===== config.mk =====
export PLATFORM = sky130hd
export DESIGN_NAME = mca_s_window_feeder
export DESIGN_NICKNAME = d
export VERILOG_FILES = /design/src/rtl/mca_s_window_feeder_pkg.sv /design/src/rtl/mca_decim_counter.sv /design/src/rtl/mca_s_window_feeder.sv
export SDC_FILE = /design/constraint.sdc
export NUM_CORES = 1
export LEC_CHECK = 0
export CAP_MARGIN = 30
export CORE_AREA = 2 2 230 232
export DETAILED_ROUTE_END_ITERATION = 10
export DIE_AREA = 0 0 232 234
export PLACE_DENSITY = 0.7
export SYNTH_ARGS = -nofsm -noshare
export SYNTH_HDL_FRONTEND = slang
export SYNTH_HIERARCHICAL = 1
export SYNTH_SLANG_ARGS = --single-unit

===== constraint.sdc =====
create_clock -name clk -period 3.5 [get_ports clk]
set_input_delay 0.525 -clock clk [delete_from_list [all_inputs] [get_ports clk]]
set_output_delay 0.525 -clock clk [all_outputs]
set_load 0.1 [all_outputs]

===== src/rtl/mca_s_window_feeder_pkg.sv =====
// Shared types and default constants for the MCA window feeder and its
// decimation counter.
package mca_s_window_feeder_pkg;

  typedef enum logic [1:0] {FEED_FILL, FEED_IDLE, FEED_RUN} feeder_state_t;

  localparam int MCA_LATENCY_DEFAULT      = 4;
  localparam int DOWN_SAMPLE_RATE_DEFAULT = 8;

endpackage


===== src/rtl/mca_decim_counter.sv =====
// Modulo-DOWN_SAMPLE_RATE counter of enabled cycles; hit flags the enabled
// cycle that completes each group.
module mca_decim_counter
  import mca_s_window_feeder_pkg::*;
#(
  parameter int DOWN_SAMPLE_RATE = DOWN_SAMPLE_RATE_DEFAULT
) (
  input  logic clk,
  input  logic resetn,
  input  logic en,
  output logic hit
);
  localparam int CW = (DOWN_SAMPLE_RATE > 1) ? $clog2(DOWN_SAMPLE_RATE) : 1;
  localparam logic [CW-1:0] CNT_LAST = CW'(DOWN_SAMPLE_RATE - 1);

  logic [CW-1:0] cnt_q, cnt_d;

  always_comb begin
    hit   = en && (cnt_q == CNT_LAST);
    cnt_d = cnt_q;
    if (en) begin
      cnt_d = hit ? '0 : cnt_q + CW'(1);
    end
  end

  always_ff @(posedge clk or negedge resetn) begin
    if (!resetn) begin
      cnt_q <= '0;
    end else begin
      cnt_q <= cnt_d;
    end
  end

endmodule


===== src/rtl/mca_s_window_feeder.sv =====
// Feeds the single-channel LUT3 FIR adder: shifts control bits into a K-bit
// window, snapshots it at each decimation point, and captures the adder result.
module mca_s_window_feeder
  import mca_s_window_feeder_pkg::*;
#(
  parameter int K                 = 256,
  parameter int DOWN_SAMPLE_RATE  = DOWN_SAMPLE_RATE_DEFAULT,
  parameter int MCA_LATENCY       = MCA_LATENCY_DEFAULT,
  parameter int WIDTH_COEFFICIENT = 32
) (
  input  logic                                clk,
  input  logic                                resetn,
  input  logic                                s_in,
  input  logic                                s_valid,
  output logic [K-1:0]                        S_matrix,
  output logic                                start,
  input  logic signed [WIDTH_COEFFICIENT-1:0] sample_in,
  output logic signed [WIDTH_COEFFICIENT-1:0] sample_out,
  output logic                                sample_valid,
  output logic                                overrun
);
  localparam int FW = $clog2(K + 1);
  localparam int LW = $clog2(MCA_LATENCY + 1);
  localparam logic [FW-1:0] FILL_FULL = FW'(K);
  localparam logic [FW-1:0] FILL_LAST = FW'(K - 1);
  localparam logic [LW-1:0] LAT_LAST  = LW'(MCA_LATENCY - 1);

  logic [K-1:0]                        win_q, win_d;
  logic [K-1:0]                        s_matrix_q, s_matrix_d;
  logic [FW-1:0]                       fill_q, fill_d;
  logic [LW-1:0]                       lat_q, lat_d;
  feeder_state_t                       state_q, state_d;
  logic                                start_q, start_d;
  logic signed [WIDTH_COEFFICIENT-1:0] sample_q, sample_d;
  logic                                valid_q, valid_d;
  logic                                overrun_q, overrun_d;

  logic         dec_hit;
  logic         filled;
  logic         capture;
  logic         snapshot;
  logic [K-1:0] win_shift;

  mca_decim_counter #(
    .DOWN_SAMPLE_RATE(DOWN_SAMPLE_RATE)
  ) u_decim (
    .clk    (clk),
    .resetn (resetn),
    .en     (s_valid),
    .hit    (dec_hit)
  );

  // "filled" already counts the bit accepted on this edge.
  assign win_shift = {win_q[K-2:0], s_in};
  assign filled    = (fill_q == FILL_FULL) || (s_valid && (fill_q == FILL_LAST));
  assign capture   = (state_q == FEED_RUN) && !start_q && (lat_q == LAT_LAST);
  assign snapshot  = dec_hit && ((state_q == FEED_IDLE) || capture ||
                                 ((state_q == FEED_FILL) && filled));

  always_comb begin
    win_d      = win_q;
    fill_d     = fill_q;
    lat_d      = lat_q;
    state_d    = state_q;
    s_matrix_d = s_matrix_q;
    start_d    = 1'b0;
    sample_d   = sample_q;
    valid_d    = 1'b0;
    overrun_d  = overrun_q;

    if (s_valid) begin
      win_d = win_shift;
      if (fill_q != FILL_FULL) begin
        fill_d = fill_q + FW'(1);
      end
    end

    case (state_q)
      FEED_FILL: if (filled) state_d = FEED_IDLE;
      FEED_RUN: begin
        if (capture) begin
          sample_d = sample_in;
          valid_d  = 1'b1;
          state_d  = FEED_IDLE;
        end else begin
          if (!start_q) lat_d = lat_q + LW'(1);
          if (dec_hit) overrun_d = 1'b1;
        end
      end
      default: ;
    endcase

    // A decimation point on the capture edge chains straight into a new run.
    if (snapshot) begin
      s_matrix_d = win_shift;
      start_d    = 1'b1;
      lat_d      = '0;
      state_d    = FEED_RUN;
    end
  end

  always_ff @(posedge clk or negedge resetn) begin
    if (!resetn) begin
      win_q      <= '0;
      fill_q     <= '0;
      lat_q      <= '0;
      state_q    <= FEED_FILL;
      s_matrix_q <= '0;
      start_q    <= 1'b0;
      sample_q   <= '0;
      valid_q    <= 1'b0;
      overrun_q  <= 1'b0;
    end else begin
      win_q      <= win_d;
      fill_q     <= fill_d;
      lat_q      <= lat_d;
      state_q    <= state_d;
      s_matrix_q <= s_matrix_d;
      start_q    <= start_d;
      sample_q   <= sample_d;
      valid_q    <= valid_d;
      overrun_q  <= overrun_d;
    end
  end

  assign S_matrix     = s_matrix_q;
  assign start        = start_q;
  assign sample_out   = sample_q;
  assign sample_valid = valid_q;
  assign overrun      = overrun_q;

endmodule


==> impl_summary.md <==
Detailed routing
For this run, design rule violations remaining after detail routing come to 0. The total detailed-routing wirelength is between 40000 and 50000 microns. After detailed routing, the average wire length per cell comes to 17.7 microns. The length of the first detailed-routing pass in iterations is 4. The vias per cell is just under 5. In this run the remaining antenna-violating nets after routing total 0. The via count is about 12000.

The violation count after the first detailed-route iteration is approximately 450.

CTS
The worst-case clock buffer depth is 3. After clock tree synthesis, the clock-pin slew on the worst setup and hold paths is 0.06 ns. For the worst-skew pair, the clock arrives at the later sink with an insertion delay of 0.59 ns.

In this run, post-CTS repair resized a total of 0 instances. Once the clock tree was built, the setup fixing pass inserted 0 buffers. The CTS tree is built. The tree built by TritonCTS fans out to about 560 sinks. The number of H-tree levels is 2.

Clock tree synthesis selected as its root buffer the cell clkbuf_16. The total clock buffers created by CTS is 57.

Die
The cell row count is 84. The die outline height is about 230 microns. 327 I/O pins were placed. The die is ~230 microns wide. Once the floorplan was initialized, standard cells occupied 40.3% of the core. The placeable core region is 52000 sq um. The overall die area is ~54000 sq um.

Layout
The area growth from synthesis to layout is 31.7%. The library cells used most frequently in the layout, excluding fill and tap cells, are dfrtp_1, mux2_2, clkdlybuf4s50_1. The post-route netlist has between 20% and 30% of its cells at a drive strength greater than 1. The number of nets in the layout is 1710. Leaving out fill and tap cells, the most frequent cell in the layout is dfrtp_1. The utilization after layout is around 53%. The diode insertion count for antenna repair is 0.

GRT
Summed over all layers, the global routing overflow is 0. The via count of the first global-routing pass was between 10000 and 15000. The first-pass GRT wire length is 68100 microns. The total routing usage reported by global routing is between 10% and 20%. Entering global routing, the biggest net connects 170 pins. The initial antenna violation count came to 2.

Status
The flow ran to the end, and the final reports show no timing, DRC or antenna violations.

Power and ir drop
The clock network fraction of total power is between 40% and 50%. The net switching power of the design is ~3000 uW. The power density relative to cell area is 501 nW/um^2. In this run switching power makes up a little over a fifth of total power.

The cell-internal power is between 10000 and 15000 uW. The combinational share of power is around 4.3%. In this run the static leakage power is around 0.014 uW. Sequential cells account for 49.8% of the total power.

The worst IR drop on VDD is ~410 uV.

STA
The portion of the clock cycle consumed by the worst path in the final layout is 81.4%. Adding up every negative setup slack in the final design gives 0 ns. For the finished layout, the period the worst path requires is roughly 2.9 ns. The hold violation count in the final report is 0. The worst-case clock skew is roughly 0.02 ns. The final setup violation count is 0. The number of pins with negative max-slew slack in the final report is 0. The smallest setup slack after layout is 0.650 ns. For the pin with the worst max-slew slack, the measured transition is approximately 1.1 ns. The max-slew headroom at the worst pin is 28.7%. The maximum achievable frequency is approximately 350 MHz. Setup repair after global routing left no endpoint under its margin.

Placed design
The HPWL after detailed placement is about 28000 microns. In this run the tool buffered the top-level ports with around 330 buffer cells. The routability-driven placement congestion ratio is around 0.75. The worst slack at placement is around 0.59 ns.

Critical path
The category of the most critical setup path is register to register. The endpoint class of the critical path is a register. Data on the critical path arrives at its endpoint at 3.32 ns.

The endpoint required time on the critical path is 3.97 ns. The worst setup path is launched from a register. The flop-to-flop setup slack is ~0.65 ns. The peak fanout along the critical path is 26.

Worst hold path
The classification of the worst-slack hold path is input pin to register.

Flow run
Max-cap violations in this run came to 0.

Synth
The mean area per synthesized cell is approximately 16 sq um. The sequential area share after synthesis is about two thirds. The number of synthesized register bits is around 560. Synthesis produced a netlist whose cell count is about 1300.

The cell area after technology mapping is 21000 sq um. Yosys mapped the design onto 36 distinct sky130hd cell types. The post-synthesis net count is between 1000 and 1500.

Yosys printed 6 warnings.
cell usage after synthesis (all sizes together):
| cell | n | area [sq um] |
|---|---|---|
| a211o | 1 | 8.76 |
| a211oi | 1 | 7.51 |
| a21bo | 1 | 10.0 |
| a21boi | 1 | 7.51 |
| a21o | 1 | 7.51 |
| a21oi | 1 | 5.00 |
| a221oi | 1 | 8.76 |
| a31o | 1 | 8.76 |
| a31oi | 2 | 12.5 |
| and2 | 1 | 7.51 |
| buf | 28 | 163 |
| clkbuf | 35 | 131 |
| dfrtp | 563 | 14100 |
| ha | 7 | 87.6 |
| inv | 9 | 33.8 |
| mux2 | 513 | 5780 |
| mux2i | 2 | 20.0 |
| nand2 | 102 | 385 |
| nand2b | 1 | 6.26 |
| nand3 | 1 | 5.00 |
| nand3b | 1 | 20.0 |
| nand4 | 4 | 25.0 |
| nor2 | 7 | 26.3 |
| nor2b | 1 | 8.76 |
| nor4 | 1 | 6.26 |
| nor4b | 2 | 30.0 |
| o21ai | 1 | 5.00 |
| o22ai | 1 | 6.26 |
| or3b | 1 | 8.76 |
| xnor2 | 4 | 35.0 |
| xor2 | 3 | 26.3 |
per-stage QoR:
stage / instance area [sq um] / total power (uW) / cells / hold WS, ns
floorplan: 21000 / 7290 / 1298 / 0.229
global route: 27600 / 14400 / 2402 / 0.274
detailed placement: 25500 / 7620 / 2292 / 0.463
CTS: 27500 / 14100 / 2399 / 0.243
finish: 27600 / 13900 / 2402 / 0.290
global placement: 25200 / 7570 / 2279 / 0.456
power groups by stage:
stage,Sequential (uW),Clock [uW],Combinational (uW)
floorplan,6950,0,346
global placement,6990,0,574
detailed placement,7010,0,610
CTS,6890,6570,617
global route,6920,6850,674
finish,6890,6360,597
kinds of logic after synthesis:
group                      after synthesis  synth area share, %
and+or+nand+nor                        122                 2.52
muxes                                  515                 27.6
buffers and inverters                   72                 1.56
AOI/OAI and AO/OA                       12                0.417
DFF                                    563                 67.1
xor gates and xnor gates                 7                0.292
adders and majority gates                7                0.417
repair_timing:
action / in CTS / in global routing
setup endpoints to repair: 0 / 0
endpoints found under the hold margin: 36 / 0
hold buffers: 1 / 0
layout make-up:
type	instances	area, sq um
multi-input combinational	663	6580
clock inverter	23	339
fill	4250	24400
clock buffer	83	1660
tap	688	861
sequential	563	14100
inverter	9	33.8
timing repair buffer	373	4060
critical path, stage by stage (launching register included):
cell and delay (ns):
dfrtp_1 0.36, ha_1 0.16, ha_1 0.22, or3b_1 0.39
a21boi_1 0.37, nand2_8 0.22, inv_2 0.41, buf_4 0.25
mux2_2 0.35
layer usage:
layer / up-vias / track usage, % / routed length, microns
met4: 4 / 5.25 / 962
met1: 5928 / 20.9 / 18600
met5: - / 0 / 26
li1: 5279 / - / -
met3: 70 / 4.05 / 2540
met2: 253 / 25.3 / 20300
sequential cells by signal, summed over array words and instances (netlist names):
register	cells
u_decim/cnt_q	3
S_matrix	256
start	1
sample_out	32
win_q	255
fill_q	9
overrun	1
sample_valid	1
state_q	2
lat_q	3
final timing paths:
kind	startpoint	endpoint	cells after the start
min in group asynchronous	resetn	win_q[40]	2
worst max register to register	lat_q[0]	S_matrix[216]	8
worst min-delay path	s_valid	u_decim/cnt_q[0]	2
worst max-delay path	lat_q[0]	S_matrix[216]	8
worst min register to register	sample_out[20]	sample_out[20]	2
max in group asynchronous	resetn	sample_out[28]	4
(Power assumes the default switching activity.)
